File: src/rtl/fpu_pkg.sv
// Shared types and constants for the binary32 FPU datapaths.
//   float_t : {s, e[7:0], m[22:0]} view of a single-precision word
//   s1_t    : align-stage payload (aligned mantissas, effective op, specials)
//   s2_t    : add-stage payload (raw 28-bit sum, effective op, specials)
package fpu_pkg;

  localparam logic [7:0]  EXP_MAX   = 8'hFF;
  localparam logic [31:0] QNAN      = 32'h7FC00000;
  localparam int          MANT_W    = 27;
  localparam logic [4:0]  SHIFT_SAT = 5'd26;

  typedef struct packed {
    logic        s;
    logic [7:0]  e;
    logic [22:0] m;
  } float_t;

  // Mantissa layout: [26] hidden, [25:3] fraction, [2] guard, [1] round, [0] sticky.
  typedef struct packed {
    logic              sign;
    logic [7:0]        exp;
    logic [MANT_W-1:0] mant_l;
    logic [MANT_W-1:0] mant_s;
    logic              eff_sub;
    logic              special;
    logic [31:0]       spec_y;
  } s1_t;

  typedef struct packed {
    logic            sign;
    logic [7:0]      exp;
    logic [MANT_W:0] mant;
    logic            eff_sub;
    logic            special;
    logic [31:0]     spec_y;
  } s2_t;

endpackage

File: src/rtl/fsub_norm_round.sv
// Combinational normalise / round-to-nearest-even / range check for fsub_pipe.
//   sign, exp   : sign and exponent of the larger-magnitude operand
//   mant[27:0]  : raw sum {carry, hidden, fraction, G, R, S}
//   eff_sub     : operation was an effective subtraction
//   special     : result is the precomputed spec_y
//   y, ovf      : packed binary32 result and overflow flag
module fsub_norm_round
  import fpu_pkg::*;
(
  input  logic        sign,
  input  logic [7:0]  exp,
  input  logic [27:0] mant,
  input  logic        eff_sub,
  input  logic        special,
  input  logic [31:0] spec_y,
  output logic [31:0] y,
  output logic        ovf
);

  function automatic logic [4:0] lzc27(input logic [26:0] v);
    logic [4:0] c;
    logic       found;
    c     = 5'd0;
    found = 1'b0;
    for (int i = 26; i >= 0; i--) begin
      if (!found) begin
        if (v[i]) found = 1'b1;
        else      c = c + 5'd1;
      end
    end
    return c;
  endfunction

  // n excludes the hidden bit: [25:3] fraction, [2] G, [1] R, [0] S.
  // Returns {carry, fraction}; carry means the fraction wrapped to zero.
  function automatic logic [23:0] rne(input logic [25:0] n);
    logic inc;
    inc = n[2] && (n[1] || n[0] || n[3]);
    return {1'b0, n[25:3]} + {23'd0, inc};
  endfunction

  logic [4:0]        lz;
  logic [25:0]       n;
  logic signed [9:0] e_n;
  logic signed [9:0] e_r;
  logic [23:0]       r;

  always_comb begin
    y   = 32'd0;
    ovf = 1'b0;
    lz  = lzc27(mant[26:0]);
    if (mant[27]) begin
      // Carry out: shift right one, dropped bit folds into sticky.
      n   = {mant[26:2], mant[1] | mant[0]};
      e_n = $signed({2'b00, exp}) + 10'sd1;
    end else begin
      // Shifting only the bits below the hidden position is enough; the
      // hidden bit lands at [26] and is implied.
      n   = mant[25:0] << lz;
      e_n = $signed({2'b00, exp}) - $signed({5'd0, lz});
    end
    r   = rne(n);
    e_r = e_n + $signed({9'd0, r[23]});

    if (special) begin
      y = spec_y;
    end else if (mant == 28'd0) begin
      // Exact cancellation gives +0; only (-0)+(-0) keeps the sign.
      y = {sign & ~eff_sub, 31'd0};
    end else if (e_n <= 10'sd0) begin
      y = {sign, 31'd0};
    end else if (e_r >= 10'sd255) begin
      y   = {sign, EXP_MAX, 23'd0};
      ovf = 1'b1;
    end else begin
      y = {sign, e_r[7:0], r[22:0]};
    end
  end

endmodule

File: src/rtl/fsub_pipe.sv
// Pipelined binary32 subtractor y = x1 - x2, round-to-nearest-even.
//   clk, rstn            : clock, asynchronous active-low reset
//   in_valid / in_ready  : operand handshake (x1 minuend, x2 subtrahend)
//   out_valid / out_ready: result handshake (y, ovf)
// Three valid-tagged registers: align -> p0, add -> p1, normalise/round -> p2.
// Only the valid bits are reset; y/ovf are forced to zero while out_valid=0.
module fsub_pipe
  import fpu_pkg::*;
(
  input  logic        clk,
  input  logic        rstn,
  input  logic        in_valid,
  output logic        in_ready,
  input  logic [31:0] x1,
  input  logic [31:0] x2,
  output logic        out_valid,
  input  logic        out_ready,
  output logic [31:0] y,
  output logic        ovf
);

  function automatic logic [4:0] sat_shift(input logic [7:0] d);
    return (d > {3'd0, SHIFT_SAT}) ? SHIFT_SAT : d[4:0];
  endfunction

  float_t      a, b;
  logic        a_nan, b_nan, a_inf, b_inf;
  logic        sa, sb, a_big;
  logic [22:0] ma, mb;
  logic [7:0]  el, es;
  logic [26:0] ml_ext, ms_ext;
  logic [52:0] ms_sh;

  s1_t         s1_d, s1_p0;
  s2_t         s2_d, s2_p1;
  logic [31:0] y_d, y_p2;
  logic        ovf_d, ovf_p2;

  logic        vld_p0, vld_p1, vld_p2;
  logic        adv1, adv2, adv3;

  assign a = float_t'(x1);
  assign b = float_t'(x2);

  // ---- S1: negate x2, flush denormals, pick larger, align smaller ----
  always_comb begin
    s1_d   = '0;
    a_nan  = (a.e == EXP_MAX) && (a.m != 23'd0);
    b_nan  = (b.e == EXP_MAX) && (b.m != 23'd0);
    a_inf  = (a.e == EXP_MAX) && (a.m == 23'd0);
    b_inf  = (b.e == EXP_MAX) && (b.m == 23'd0);
    sa     = a.s;
    sb     = ~b.s;
    ma     = (a.e == 8'd0) ? 23'd0 : a.m;
    mb     = (b.e == 8'd0) ? 23'd0 : b.m;
    a_big  = {a.e, ma} >= {b.e, mb};
    if (a_big) begin
      el     = a.e;
      es     = b.e;
      ml_ext = {|a.e, ma, 3'b000};
      ms_ext = {|b.e, mb, 3'b000};
    end else begin
      el     = b.e;
      es     = a.e;
      ml_ext = {|b.e, mb, 3'b000};
      ms_ext = {|a.e, ma, 3'b000};
    end
    // The low 26 bits catch everything shifted past the sticky position.
    ms_sh = {ms_ext, 26'd0} >> sat_shift(el - es);

    s1_d.sign    = a_big ? sa : sb;
    s1_d.exp     = el;
    s1_d.mant_l  = ml_ext;
    s1_d.mant_s  = {ms_sh[52:27], ms_sh[26] | (|ms_sh[25:0])};
    s1_d.eff_sub = sa ^ sb;
    if (a_nan || b_nan || (a_inf && b_inf && (sa != sb))) begin
      s1_d.special = 1'b1;
      s1_d.spec_y  = QNAN;
    end else if (a_inf) begin
      s1_d.special = 1'b1;
      s1_d.spec_y  = {sa, EXP_MAX, 23'd0};
    end else if (b_inf) begin
      s1_d.special = 1'b1;
      s1_d.spec_y  = {sb, EXP_MAX, 23'd0};
    end
  end

  // A stage can load when it is empty or its content moves on this cycle.
  assign adv3     = !vld_p2 || out_ready;
  assign adv2     = !vld_p1 || adv3;
  assign adv1     = !vld_p0 || adv2;
  assign in_ready = adv1;

  always_ff @(posedge clk or negedge rstn) begin
    if (!rstn) begin
      vld_p0 <= 1'b0;
      vld_p1 <= 1'b0;
      vld_p2 <= 1'b0;
    end else begin
      if (adv1) vld_p0 <= in_valid;
      if (adv2) vld_p1 <= vld_p0;
      if (adv3) vld_p2 <= vld_p1;
    end
  end

  always_ff @(posedge clk) begin
    if (adv1 && in_valid) s1_p0 <= s1_d;
    if (adv2 && vld_p0)   s2_p1 <= s2_d;
    if (adv3 && vld_p1) begin
      y_p2   <= y_d;
      ovf_p2 <= ovf_d;
    end
  end

  // ---- S2: add or subtract aligned mantissas (large - small >= 0) ----
  always_comb begin
    s2_d         = '0;
    s2_d.sign    = s1_p0.sign;
    s2_d.exp     = s1_p0.exp;
    s2_d.eff_sub = s1_p0.eff_sub;
    s2_d.special = s1_p0.special;
    s2_d.spec_y  = s1_p0.spec_y;
    if (s1_p0.eff_sub) s2_d.mant = {1'b0, s1_p0.mant_l} - {1'b0, s1_p0.mant_s};
    else               s2_d.mant = {1'b0, s1_p0.mant_l} + {1'b0, s1_p0.mant_s};
  end

  // ---- S3: normalise, round, range check ----
  fsub_norm_round u_norm (
    .sign    (s2_p1.sign),
    .exp     (s2_p1.exp),
    .mant    (s2_p1.mant),
    .eff_sub (s2_p1.eff_sub),
    .special (s2_p1.special),
    .spec_y  (s2_p1.spec_y),
    .y       (y_d),
    .ovf     (ovf_d)
  );

  assign out_valid = vld_p2;
  assign y         = vld_p2 ? y_p2 : 32'd0;
  assign ovf       = vld_p2 ? ovf_p2 : 1'b0;

endmodule

File: config.mk
export PLATFORM = sky130hd
export DESIGN_NAME = fsub_pipe
export DESIGN_NICKNAME = d
export VERILOG_FILES = /design/src/rtl/fpu_pkg.sv /design/src/rtl/fsub_norm_round.sv /design/src/rtl/fsub_pipe.sv
export SDC_FILE = /design/constraint.sdc
export NUM_CORES = 1
export LEC_CHECK = 0
export CAP_MARGIN = 15
export CORE_MARGIN = 1
export CORE_UTILIZATION = 30
export CTS_CLUSTER_DIAMETER = 100
export DETAILED_ROUTE_END_ITERATION = 6
export PLACE_DENSITY = 0.53
export SYNTH_ARGS = -nofsm -noshare
export SYNTH_HDL_FRONTEND = slang
export SYNTH_SLANG_ARGS = --single-unit
File: constraint.sdc
create_clock -name clk -period 21.3 [get_ports clk]
set_input_delay 4.26 -clock clk [delete_from_list [all_inputs] [get_ports clk]]
set_output_delay 4.26 -clock clk [all_outputs]
set_load 0.02 [all_outputs]
==> Word-level counts from Yosys, hierarchy flattened <==
Cells that the tools add are included.
{ "word_totals": {"reg_bits": 204, "in_bits": 68, "output_inout_bits": 35} }
{ "classes": {"shifts": 2, "bitwise_logic": 6, "n_mux": 124, "n_eq_ne": 3, "reduce_logical": 32, "magnitude_cmp": 4, "n_addsub": 33} }
{ "ops": {"columns": ["op", "count"], "rows": [
  ["$mux W5", 53],
  ["$mux W32", 4],
  ["$add A5 B1 Y5 const B", 25],
  ["$mux W31", 2],
  ["$mux W1", 55],
  ["$mux W27", 2],
  ["$shr A53 B5 Y53", 1],
  ["$logic_not A23 Y1", 2],
  ["$mux W23", 2],
  ["$reduce_bool A23 Y1", 2],
  ["$mux W33", 1],
  ["$ge A31 B31 Y1", 1],
  ["$add A27 B27 Y28", 1],
  ["$logic_not A28 Y1", 1],
  ["$mux W28", 1],
  ["$sub A27 B27 Y28", 1],
  ["$mux W26", 1],
  ["$reduce_or A26 Y1", 1],
  ["$shl A26 B5 Y26", 1],
  ["$add A23 B1 Y24", 1],
  ["$eq A8 B8 Y1 const B", 2],
  ["$logic_not A8 Y1", 2],
  ["$mux W8", 2],
  ["$reduce_or A8 Y1", 2],
  ["19 further kinds", 38]
]} }

==> Logic depth before layout (Yosys ltp) <==
{ "logic_depth": {"ltp_word": 91, "depth_mapped": 107, "depth_no_buf": 104} }

==> Cells and area by module <==
From an unflattened synthesis, not the netlist that was laid out.
{ "unflattened": {"hier_cells": 2141, "area_unflattened_um2": 16583.4} }
{ "by_module_without_submodules": {"columns": ["mod", "seq_area_each_um2", "cells_per_inst", "instances", "area_each_um2"], "rows": [
  ["fsub_pipe", 4219.0, 1148, 1, 10287.4],
  ["fsub_norm_round", 0.0, 993, 1, 6296.0]
]} }

==> Worst setup path before layout <==
OpenSTA, ideal clock, no wires.
{ "synth_timing": {"kind": "flip-flop to flip-flop", "startpoint": "register s2_p1[59] in the netlist's numbering", "endpoint": "register y_p2[23], data pin", "setup_time_ns": 0.254, "t_required_ns": 21.046, "path_stages_with_launch": 106, "n_path_buf": 4, "arrival_time_ns": 19.788, "synth_period_minus_slack_ns": 20.042, "setup_slack_ns": 1.258, "cell_sequence": "edfxtp_1 > or4_1 > buf_6 > o21a_1 > ha_1 > mux2_2 > o21a_1 > ha_1 > nand2_1 > nand2_1 > ha_1 > a21boi_0 > o21ai_0 > ha_1 > mux2i_1 > o21ai_0 > mux2_2 > ha_1 > [70 not listed] > o211ai_1 > a2111oi_0 > mux2i_1 > a32oi_2 > nor4b_4 > or3b_1 > nor4_1 > ha_1 > ha_1 > nand2_1 > nor3b_1 > nand3_1 > xor2_1 > a32o_1 > a32oi_1 > clkbuf_1 > nand2b_1 > a21o_1"} }
{ "synth_via": {"elab_chain_cells": 89, "elab_cells_between_ends": 119, "classes_between": "add/sub (28); order compare (2); shift (1); mux (84); reduce/logical (4)"} }
{ "synth_lines": {"columns": ["element", "line", "text"], "rows": [
  ["from (decl)", "fsub_pipe.sv:35", "s2_t s2_d, s2_p1;"],
  ["from (signal assigned)", "fsub_pipe.sv:108", "if (adv2 && vld_p0) s2_p1 <= s2_d;"],
  ["$mux W5", "fsub_norm_round.sv:27", "if (v[i]) found = 1'b1;"],
  ["$mux W5", "fsub_norm_round.sv:26", "if (!found) begin"],
  ["$add A5 B1 Y5", "fsub_norm_round.sv:28", "else c = c + 5'd1;"],
  ["$mux W5", "fsub_norm_round.sv:27", null],
  ["$mux W5", "fsub_norm_round.sv:26", null],
  ["$add A5 B1 Y5", "fsub_norm_round.sv:28", null],
  ["$mux W5", "fsub_norm_round.sv:27", null],
  ["$mux W5", "fsub_norm_round.sv:26", null],
  ["[74 not listed]", null, null],
  ["$add A23 B1 Y24", "fsub_norm_round.sv:39", "return {1'b0, n[25:3]} + {23'd0, inc};"],
  ["$add A10 B2 Y10", "fsub_norm_round.sv:63", "e_r = e_n + $signed({9'd0, r[23]});"],
  ["$ge A10 B9 Y1", "fsub_norm_round.sv:72", "end else if (e_r >= 10'sd255) begin"],
  ["$mux W31", "fsub_norm_round.sv:72", null],
  ["$mux W31", "fsub_norm_round.sv:70", "end else if (e_n <= 10'sd0) begin"],
  ["$mux W32 *", "fsub_norm_round.sv:67", "end else if (mant == 28'd0) begin"],
  ["$mux W32 *", "fsub_norm_round.sv:65", "if (special) begin"],
  ["net u_norm.y[23]", "fsub_norm_round.sv:16", "output logic [31:0] y,"],
  ["to (signal assigned)", "fsub_pipe.sv:110", "y_p2 <= y_d;"],
  ["to (decl)", "fsub_pipe.sv:36", "logic [31:0] y_d, y_p2;"]
]} }
Mark *: on every way through the listed nets, which the timed path passes. The rest lies on a longest branch.
A chain may end at the register's enable or synchronous reset.

==> Final worst setup path <==
{ "layout_timing": {"startpoint": "register s2_p1[59] in the netlist's numbering", "endpoint": "register y_p2[22], data pin"} }
The elaborated chain is that of the path after synthesis.

==> impl_metrics.toml <==
[routing]
detail_route.first_pass.iterations = 7
mean_routed_wirelength_per_cell_um = 18.5
antenna_violating_nets_post_route = 0
dr_total_vias = 16205
drt-initial-drc-count = 1349
postRouteWirelength_mm = 54.6
drc_errors = 1
detail_route.vias_per_cell = 5.49

[power_and_ir_drop]
power_leakage_nw = 7.28
clkPwrFrac_pct = 19.2
p_seq_share_pct = 26.8
vdd.ir_drop.worst_mv = 0.0616
power_per_cell_area_nw_per_um2 = 82.5
net-switching-power_mw = 0.718
power_switching_share_pct = 44.8
cell_internal_pwr_mw = 0.885
comb_power_share_pct = 54.0

[global_routing]
global_route_wire_length_before_repair_mm = 85.0
grt.total_usage_pct = 18.8
antenna_violations_before_repair = 0
grt_start_max_net_pins = 65
grt_overflow_total = 0
first_global_vias = 15427

[finish]
most-common-layout-cells = "sky130_fd_sc_hd__nand2_1, sky130_fd_sc_hd__nor2_1, sky130_fd_sc_hd__o21ai_0"
flow.area_growth_from_synthesis_pct = 16.4
layout-drive-gt1-share_pct = 8.12
n_fill_cell = 5744
antenna_cells_inserted = 0
fin_nets = 2351
most_common_cell_after_layout_fill_and_taps_aside = "sky130_fd_sc_hd__nand2_1"
final_core_util_pct = 35.3
multi_input_gate_area_um2 = 12000
area_occupied_by_registers_um2 = 4220

[clock_network]
cts-buffers-inserted = 17
cts.sinks = 141
worst_skew_pair.late_latency_ns = 0.44
path_clk_slew_ns = 0.07
htreeDepth = 4
tritoncts = "done"
cts_hold_buf = 0
clock_tree_root_buffer_cell = "sky130_fd_sc_hd__clkbuf_16"
cts_buffer_depth = 2

[logic_synthesis]
adder_cell_share_of_the_synthesized_area_pct = 7.05
yosys_warnings = 0
yosys.cell_types.count = 102
synthesized_area_fraction_occupied_by_and_or_nand_nor_cells_pct = 27.2
synth_xor_xnor_area_share_pct = 9.12
ys_ff_latch = 141
synth_top_family_by_area = "simple AND/OR/NAND/NOR gates"
fraction_of_the_mapped_netlist_area_in_compound_gates_pct = 21.9
syn_avg_cell_area_um2 = 7.83
synth_enable_flop_cells = 138
postSynthCellCount = 2131
synth_async_sr_flop_share_pct = 2.13
synth_fp_nets = 2290
yosysSeqAreaShare_pct = 25.3
post_synth_mux_area_share_pct = 5.37
synth-main-ff-cell = "sky130_fd_sc_hd__edfxtp_1"
synth_area_um2 = 16700

[sta]
fmax_mhz = 49.2
layout_worst_path_cycle_share_pct = 95.5
finalSetupTns_ns = 0
skew_ns = 0.0113
hold-worst-slack_ns = 0.421
hold_violations = 0
final_max_slew_viol_count = 0
tightest_slew_ns = 0.982
final.min_clock_period_ns = 20.34
slew_headroom_pct = 34.3
setup_viol = 0

[die]
initial_core_utilization_pct = 30.4
io-pin-count = 103
fp.dieH_um = 238
die-area_um2 = 56600
std_cell_rows = 86
core_area_um2 = 55000
floorplan.die.width_um = 238

[worst_setup_path]
required_ns = 21.49
cp_data_arrival_time_ns = 20.53
worstReg2RegStart = "s2_p1[59]$_DFFE_PP_"
timing.critical_path.buf_inv = 5
crit_path_top_delay_cell = "sky130_fd_sc_hd__or4_4"
crit_start = "s2_p1[59]$_DFFE_PP_"
timing.critical_path.max_delay_family = "adder cells"
worstSetupStartpointType = "register"
critical_path_peak_fanout = 32
critical-path-max-stage-delay_ns = 0.56
criticalPathCategory = "reg -> reg"
crit_path_frequent_cell = "sky130_fd_sc_hd__ha_1"
critical_path.endpoint_type = "register"

[worst_hold_path]
timing.hold.worst.class = "reg -> reg"
hold_path_startpoint = "s1_p0[95]$_DFFE_PP_"

[outcome]
run_status = "finished with violations"
failing_checks = "DRC"

[placed_design]
port-buffer-count = 102
dp_hpwl_mm = 42.7
place_congestion = 0.907

[job]
max_cap_violations = 0
## power groups by stage
stage               registers (mW)  logic (mW)  clock network (mW)
floorplan                    0.388       0.613                   0
global placement             0.435       0.812                   0
detailed placement           0.435       0.815                   0
CTS                          0.429       0.821               0.316
global route                 0.435       0.951               0.326
finish                       0.430       0.866               0.307
## path summary, 6_finish.rpt
path | to | slack (ns) | depth (start not counted)
min in group asynchronous | vld_p1$_DFFE_PN0P_ | 4.01 | 1
max reg2reg | y_p2[22]$_DFFE_PP_ | 0.96 | 103
min reg2reg | s2_p1[69]$_DFFE_PP_ | 0.42 | 0
max in group asynchronous | out_valid$_DFFE_PN0P_ | 17.14 | 1
max | y_p2[22]$_DFFE_PP_ | 0.96 | 103
min | s2_p1[69]$_DFFE_PP_ | 0.42 | 0
## metrics by stage
step	area (um2)	setup slack, ns	cells	power [mW]
floorplan	16700	1.26	2131	1.00
global placement	18500	0.454	2900	1.25
detailed placement	18500	-0.317	2900	1.25
CTS	19100	0.0169	2936	1.57
global route	19400	-0.129	2953	1.71
finish	19400	0.962	2953	1.60
## registers in the layout, indices dropped and copies added, names as in the netlist
signal and count:
vld_p1 1, out_valid 1, s1_p0 64, ovf_p2 1
vld_p0 1, y_p2 32, s2_p1 41
## final cells by class
cell class | instances | share of cell area [%]
multi-input combinational | 1816 | 61.8
clock buffer | 17 | 2.19
tap | 748 | 4.82
timing repair buffer | 153 | 7.28
sequential | 141 | 21.7
inverter | 63 | 1.22
clock inverter | 15 | 1.04
## synth_stat cells, drive strengths merged, types with 20 or more instances
library cell / instances / share of area (%)
o21a: 27 / 1.2
and2: 88 / 3.3
a21o: 34 / 1.5
nand2b: 37 / 1.4
inv: 62 / 1.4
nor2: 226 / 5.1
and3: 23 / 0.86
o21ai: 157 / 4.7
nor2b: 22 / 0.82
xnor2: 95 / 5.0
a211oi: 31 / 1.4
mux2: 20 / 1.3
nor4: 40 / 1.5
nand3: 59 / 1.8
nand2: 254 / 5.8
nand4: 26 / 0.97
ha: 90 / 6.7
mux2i: 67 / 4.0
xor2: 36 / 2.0
nor3: 83 / 2.5
clkbuf: 97 / 2.2
edfxtp: 138 / 25
a21oi: 136 / 4.1
## worst register-to-register path: cells and delay by family, from the launching register on
kind | cells | cell delay [ns]
flip-flops | 1 | 0.44
buffers and inverters | 5 | 0.71
XOR/XNOR | 3 | 0.74
AND/OR/NAND/NOR | 26 | 3.73
multiplexers | 16 | 3.55
adder cells (fa/ha/maj) | 25 | 6.99
AO/OA/AOI/OAI | 28 | 3.95
## per-layer routing
metal	track usage [%]	share of wire [%]	vias to the layer above
li1	-	-	7960
met1	24.9	46	7710
met2	32.2	48	467
met3	1.71	3.7	68
met4	5.79	2.4	0
met5	0	0	-
## what timing repair did
item / CTS / global route
setup buffers: 4 / 17
pin swaps: 1 / 14
endpoints found under the setup margin: 32 / 32
resized for setup: 9 / 38
gates cloned: 0 / 0
## cells by family (layout without fill, tap and decap cells)
logic type / Yosys count / in the layout
xor+xnor: 146 / 146
mux: 87 / 87
simple gates: 923 / 923
fa+ha+maj: 94 / 94
compound gates: 566 / 566
flops: 141 / 141
buf+inv: 174 / 248
Note: power is estimated with default switching activity, not from simulation.
